$ cat config.mk
export PLATFORM = sky130hd
export DESIGN_NAME = codon_histogram_display
export DESIGN_NICKNAME = d
export VERILOG_FILES = /design/src/rtl/codon_histogram_display.sv
export SDC_FILE = /design/constraint.sdc
export NUM_CORES = 1
export LEC_CHECK = 0
export ABC_AREA = 1
export CORE_MARGIN = 8
export CORE_UTILIZATION = 50
export CTS_BUF_LIST = sky130_fd_sc_hd__clkbuf_4 sky130_fd_sc_hd__clkbuf_8
export DETAILED_ROUTE_END_ITERATION = 8
export GPL_TIMING_DRIVEN = 0
export PLACE_DENSITY = 0.77
export SLEW_MARGIN = 20
export SYNTH_ARGS = -nofsm -noshare
export SYNTH_HDL_FRONTEND = slang
export SYNTH_SLANG_ARGS = --single-unit
$ cat constraint.sdc
create_clock -name clock -period 2 [get_ports clock]
set_clock_uncertainty 0.2 [all_clocks]
set_input_delay 0.2 -clock clock [delete_from_list [all_inputs] [get_ports clock]]
set_output_delay 0.2 -clock clock [all_outputs]
set_load 0.05 [all_outputs]
$ cat src/rtl/codon_histogram_display.sv
// Codon tally: one saturating counter per codon value plus a saturating total,
// with a registered LED view of a selected bin or the total once the sequence ends.
module codon_histogram_display #(
  parameter int SYMBOL_W = 4,
  parameter int NUM_BINS = 8,
  parameter int COUNT_W  = 8,
  parameter int SEL_W    = 3,
  parameter int LED_W    = 4
) (
  input  logic                clock,
  input  logic                reset,
  input  logic                start,
  input  logic [SYMBOL_W-1:0] codon_in,
  input  logic                codon_valid,
  input  logic                codon_last,
  output logic                codon_ready,
  input  logic [SEL_W-1:0]    switches,
  input  logic                mode,
  output logic [LED_W-1:0]    leds,
  output logic                done,
  output logic                overflow
);

  typedef enum logic [1:0] {
    ST_IDLE  = 2'd0,
    ST_COUNT = 2'd1,
    ST_DONE  = 2'd2
  } state_t;

  localparam logic [COUNT_W-1:0]  COUNT_MAX   = {COUNT_W{1'b1}};
  localparam logic [SYMBOL_W:0]   NUM_BINS_CW = (SYMBOL_W + 1)'(NUM_BINS);
  localparam logic [SEL_W:0]      NUM_BINS_SW = (SEL_W + 1)'(NUM_BINS);
  localparam int                  CMP_W       = (COUNT_W > LED_W) ? COUNT_W : LED_W;

  function automatic logic [COUNT_W-1:0] sat_inc(input logic [COUNT_W-1:0] v);
    sat_inc = (v == COUNT_MAX) ? v : v + COUNT_W'(1'b1);
  endfunction

  // Clamp a counter value to what the LEDs can show; larger values light every LED.
  function automatic logic [LED_W-1:0] disp_sat(input logic [COUNT_W-1:0] v);
    logic [CMP_W-1:0] v_ext;
    v_ext = CMP_W'(v);
    if (v_ext > CMP_W'({LED_W{1'b1}})) begin
      disp_sat = {LED_W{1'b1}};
    end else begin
      disp_sat = LED_W'(v_ext);
    end
  endfunction

  state_t               state_r, state_nxt_s;
  logic [COUNT_W-1:0]   bins_r [NUM_BINS];
  logic [COUNT_W-1:0]   bins_nxt_s [NUM_BINS];
  logic [COUNT_W-1:0]   total_r, total_nxt_s;
  logic                 overflow_r, overflow_nxt_s;
  logic                 ready_r, done_r;
  logic [LED_W-1:0]     leds_r;
  logic                 beat_s, clear_s, in_range_s, bin_full_s, sel_in_range_s;
  logic [COUNT_W-1:0]   sel_bin_s, disp_val_s;

  assign beat_s         = codon_valid & ready_r;
  assign clear_s        = start & (state_r != ST_COUNT);
  assign in_range_s     = ({1'b0, codon_in} < NUM_BINS_CW);
  assign sel_in_range_s = ({1'b0, switches} < NUM_BINS_SW);

  // Next-state logic; start is only honoured outside COUNT.
  always_comb begin
    state_nxt_s = state_r;
    case (state_r)
      ST_IDLE: begin
        if (start) state_nxt_s = ST_COUNT;
        else       state_nxt_s = ST_IDLE;
      end
      ST_COUNT: begin
        if (beat_s && codon_last) state_nxt_s = ST_DONE;
        else                      state_nxt_s = ST_COUNT;
      end
      ST_DONE: begin
        if (start) state_nxt_s = ST_COUNT;
        else       state_nxt_s = ST_DONE;
      end
      default: state_nxt_s = ST_IDLE;
    endcase
  end

  // Bin lookups: saturation of the addressed bin and the bin chosen for display.
  always_comb begin
    bin_full_s = 1'b0;
    sel_bin_s  = {COUNT_W{1'b0}};
    for (int i = 0; i < NUM_BINS; i++) begin
      bin_full_s = bin_full_s |
                   ((codon_in == i[SYMBOL_W-1:0]) && (bins_r[i] == COUNT_MAX));
      sel_bin_s  = sel_bin_s |
                   ({COUNT_W{switches == i[SEL_W-1:0]}} & bins_r[i]);
    end
  end

  // Counter next values: start clears, an accepted beat bumps its bin and the total.
  always_comb begin
    total_nxt_s    = total_r;
    overflow_nxt_s = overflow_r;
    for (int i = 0; i < NUM_BINS; i++) begin
      bins_nxt_s[i] = bins_r[i];
    end
    if (clear_s) begin
      total_nxt_s    = {COUNT_W{1'b0}};
      overflow_nxt_s = 1'b0;
      for (int i = 0; i < NUM_BINS; i++) begin
        bins_nxt_s[i] = {COUNT_W{1'b0}};
      end
    end else if (beat_s) begin
      total_nxt_s    = sat_inc(total_r);
      overflow_nxt_s = overflow_r | (total_r == COUNT_MAX) | ~in_range_s | bin_full_s;
      for (int i = 0; i < NUM_BINS; i++) begin
        bins_nxt_s[i] = (codon_in == i[SYMBOL_W-1:0]) ? sat_inc(bins_r[i]) : bins_r[i];
      end
    end else begin
      total_nxt_s = total_r;
    end
  end

  // Display source: total, selected bin, or zero for an unused switch setting.
  always_comb begin
    disp_val_s = {COUNT_W{1'b0}};
    if (mode) begin
      disp_val_s = total_r;
    end else if (sel_in_range_s) begin
      disp_val_s = sel_bin_s;
    end else begin
      disp_val_s = {COUNT_W{1'b0}};
    end
  end

  // State, handshake and status registers.
  always_ff @(posedge clock) begin
    if (reset) begin
      state_r    <= ST_IDLE;
      ready_r    <= 1'b0;
      done_r     <= 1'b0;
      total_r    <= {COUNT_W{1'b0}};
      overflow_r <= 1'b0;
    end else begin
      state_r    <= state_nxt_s;
      ready_r    <= (state_nxt_s == ST_COUNT);
      done_r     <= (state_nxt_s == ST_DONE);
      total_r    <= total_nxt_s;
      overflow_r <= overflow_nxt_s;
    end
  end

  // Bin counter registers.
  always_ff @(posedge clock) begin
    for (int i = 0; i < NUM_BINS; i++) begin
      if (reset) bins_r[i] <= {COUNT_W{1'b0}};
      else       bins_r[i] <= bins_nxt_s[i];
    end
  end

  // LED register: blank until the sequence is complete.
  always_ff @(posedge clock) begin
    if (reset) begin
      leds_r <= {LED_W{1'b0}};
    end else if (state_r == ST_DONE) begin
      leds_r <= disp_sat(disp_val_s);
    end else begin
      leds_r <= {LED_W{1'b0}};
    end
  end

  assign codon_ready = ready_r;
  assign done        = done_r;
  assign overflow    = overflow_r;
  assign leds        = leds_r;

endmodule

==> results.py <==
metrics = {
    "timing": {
        "final-hold-violation-count": 0,
        "setup_viol": 0,
        "period_needed_ns": 1.93,
        "rsz0062_at_grt": "true",
        "whs_ns": 0.177,
        "slew_violations": 0,
        "worst_pin_slew_ns": 0.510,
        "slew_headroom": 0.660,
        "fmaxAchievable_mhz": 518,
        "period_share": 0.966,
    },
    "route": {
        "drtIter0Drc": 393,
        "ant_nets": 0,
        "remaining_drc_errors": 0,
        "avgViaCountPerCell": 5.44,
        "wl_mm": 12.3,
        "dr_total_vias": 4659,
        "firstDrtPassIters": 5,
        "wl_per_cell_um": 14.3,
    },
    "cts": {
        "cts_tree": "built",
        "cts-root-buf": "clkbuf_8",
        "cts_setup_buffers": 0,
        "clk_pin_slew_ns": 0.09,
        "cts.sinks": 81,
        "cts_max_level": 3,
        "cts_buffer_depth": 2,
        "ctsResizeCount": 1,
        "cts_buffers": 9,
        "clk_latency_ns": 0.36,
        "cts_hold_buf": 0,
    },
    "worst_setup_path": {
        "crit_type": "flop to flop",
        "slowest_stage": "dfxtp_1",
        "cpPeakStageDelay_ns": 0.41,
        "critPathBufInv": 1,
        "r2r_setup_slack_ns": 0.07,
        "cp.arrival_ns": 2.03,
        "regToRegEndpoint": "bins_r[0][11]$_SDFFE_PP0P_",
        "required_ns": 2.10,
        "path_max_fanout": 10,
        "end_kind": "flop",
        "reg2reg_depth": 9,
        "cp-start-kind": "flop",
        "crit_chain": "ha_2, nand3_1, nor2_1, nand3_2, nand2_4, inv_1, nand2_1, o21ai_0, a21oi_1",
        "r2r_start": "bins_r[0][8]$_SDFFE_PP0P_",
        "critPathTopFamily": "simple AND/OR/NAND/NOR gates",
    },
    "die": {
        "pin_count": 20,
        "dieArea_um2": 12700,
        "core-area_um2": 9150,
        "initial_utilization": 0.509,
        "num_rows": 35,
        "die_h_um": 113,
        "die_w_um": 113,
    },
    "status": {
        "status": "completed",
    },
    "grt": {
        "met1_usage": 0.252,
        "grt_pass1_wl_mm": 20.6,
        "met2_usage": 0.340,
        "grt_pass1_vias": 4396,
        "antenna_found_initial": 0,
        "grt_max_degree": 20,
        "top_usage_layer": "met2",
        "grt_use_met3": 0.0397,
        "grt-ovfl-total": 0,
        "grt_usage": 0.200,
    },
    "final_layout": {
        "final_nets": 763,
        "layout-drive-gt1-share": 0.102,
        "areaGrowthSynthToFinish_pct": 12.8,
        "fin_cells": 857,
        "antennaDiodeCount": 0,
    },
    "place": {
        "io_buffers": 18,
        "hpwl_mm": 9.32,
        "dp.cells": 842,
        "gp_congestion": 0.937,
    },
    "synth": {
        "synth.yosys.seq_area_share": 0.348,
        "yosys_warnings": 0,
        "synth_cells": 713,
        "synth_cell_type_count": 38,
        "syn_area_um2": 4660,
        "synth_nets": 735,
        "avgSynthCellArea_um2": 6.53,
        "ys_ff_latch": 81,
    },
    "worst_hold_path": {
        "hold_start": "mode",
        "hold_path.class": "input port to flop",
        "min_delay_path_depth": 6,
        "hold_end": "leds[0]$_SDFF_PP0_",
    },
    "run": {
        "maxCapViolations": 0,
    },
    "power": {
        "power.density_nw_per_um2": 630,
        "p_leak_nw": 2.13,
        "vdd_drop_max_mv": 0.362,
    },
}
-- cells in the mapped netlist, drive strengths merged --
| cell type | instances | area (um2) |
|---|---|---|
| nor3b | 6 | 55.1 |
| o22ai | 2 | 12.5 |
| dfxtp | 81 | 1620 |
| nor2 | 91 | 399 |
| clkinv | 1 | 3.75 |
| xor2 | 11 | 96.3 |
| or2 | 4 | 25.0 |
| ha | 9 | 113 |
| a211oi | 1 | 7.51 |
| nand2 | 174 | 668 |
| xnor2 | 5 | 43.8 |
| o21ai | 47 | 243 |
| clkbuf | 4 | 15.0 |
| a21oi | 49 | 245 |
| nand3 | 80 | 413 |
| and3 | 2 | 12.5 |
| nand4 | 17 | 106 |
| a31oi | 4 | 25.0 |
| buf | 10 | 66.3 |
| inv | 102 | 385 |
| o21bai | 1 | 11.3 |
| nor3 | 11 | 81.3 |
| o21a | 1 | 7.51 |
-- registers in the layout, summed over array words and instances (netlist names) --
name / flops
leds: 4
codon_ready: 1
overflow: 1
done: 1
state_r: 2
total_r: 8
bins_r: 64
-- cell type report --
cell class,instances,area [um2]
fill,899,3900
multi-input combinational,515,2600
sequential,81,1630
inverter,103,389
timing repair buffer,18,183
clock buffer,11,151
tap,111,139
clock inverter,5,86.3
buffer,13,80.1
-- how the worst max path moves through the flow --
stage / endpoint / cells after the start / from / slack (ns)
floorplan: overflow$_SDFFE_PP0P_ / 9 / codon_ready$_SDFF_PP0_ / 0.05
global placement: overflow$_SDFFE_PP0P_ / 10 / codon_valid / -0.39
detailed placement: overflow$_SDFFE_PP0P_ / 10 / codon_valid / -0.32
CTS: bins_r[0][11]$_SDFFE_PP0P_ / 9 / bins_r[0][8]$_SDFFE_PP0P_ / 0.02
global route: bins_r[0][11]$_SDFFE_PP0P_ / 9 / bins_r[0][8]$_SDFFE_PP0P_ / -0.06
finish: bins_r[0][11]$_SDFFE_PP0P_ / 9 / bins_r[0][8]$_SDFFE_PP0P_ / 0.07
-- power breakdown --
group          internal (W)  switching (W)
sequential          0.00162     0.00000615
combinational     0.0000810       0.000187
clock              0.000781       0.000636
-- layout by cell type (no fill, tap or decap), types with 7 or more instances in the layout --
cell | Yosys | layout
a21oi_1 | 49 | 49
clkbuf_8 | 0 | 11
clkdlybuf4s50_1 | 0 | 17
dfxtp_1 | 81 | 78
inv_1 | 98 | 97
nand2_1 | 168 | 166
nand3_1 | 79 | 78
nand4_1 | 17 | 17
nor2_1 | 78 | 75
nor2_2 | 8 | 11
nor3_1 | 7 | 7
o21ai_0 | 44 | 43
xor2_1 | 11 | 11
-- worst reg2reg max path: stages (launching register included) --
cell	delay, ns
dfxtp_1	0.41
ha_2	0.24
nand3_1	0.08
nor2_1	0.22
nand3_2	0.18
nand2_4	0.15
inv_1	0.10
nand2_1	0.09
o21ai_0	0.07
a21oi_1	0.13
-- metrics by stage --
step / util / TNS [ns] / setup WS [ns] / power (W) / area (um2)
after global routing: 0.574 / -0.127 / -0.0627 / 0.00343 / 5250
after CTS: 0.569 / 0 / 0.0190 / 0.00332 / 5210
after floorplan: - / 0 / 0.0529 / 0.00182 / 4660
after global placement: 0.544 / -10.36 / -0.387 / 0.00192 / 4980
final: 0.574 / 0 / 0.0689 / 0.00331 / 5250
after detailed placement: 0.544 / -10.78 / -0.322 / 0.00193 / 4980
-- routing by layer --
metal | up-vias | wire length [um]
li1 | 2352 | -
met1 | 2171 | 5570
met2 | 119 | 5860
met3 | 17 | 634
met4 | 0 | 233
met5 | - | 0
-- logic make-up (layout without fill, tap and decap cells) --
logic type,Yosys count,in the layout,synth area share
xor+xnor,16,16,0.0301
flops,81,81,0.348
buf+inv,117,150,0.101
compound gates,105,105,0.118
fa+ha+maj,9,9,0.0242
simple gates,385,385,0.378
No activity file was read; power rests on OpenSTA's default activity.
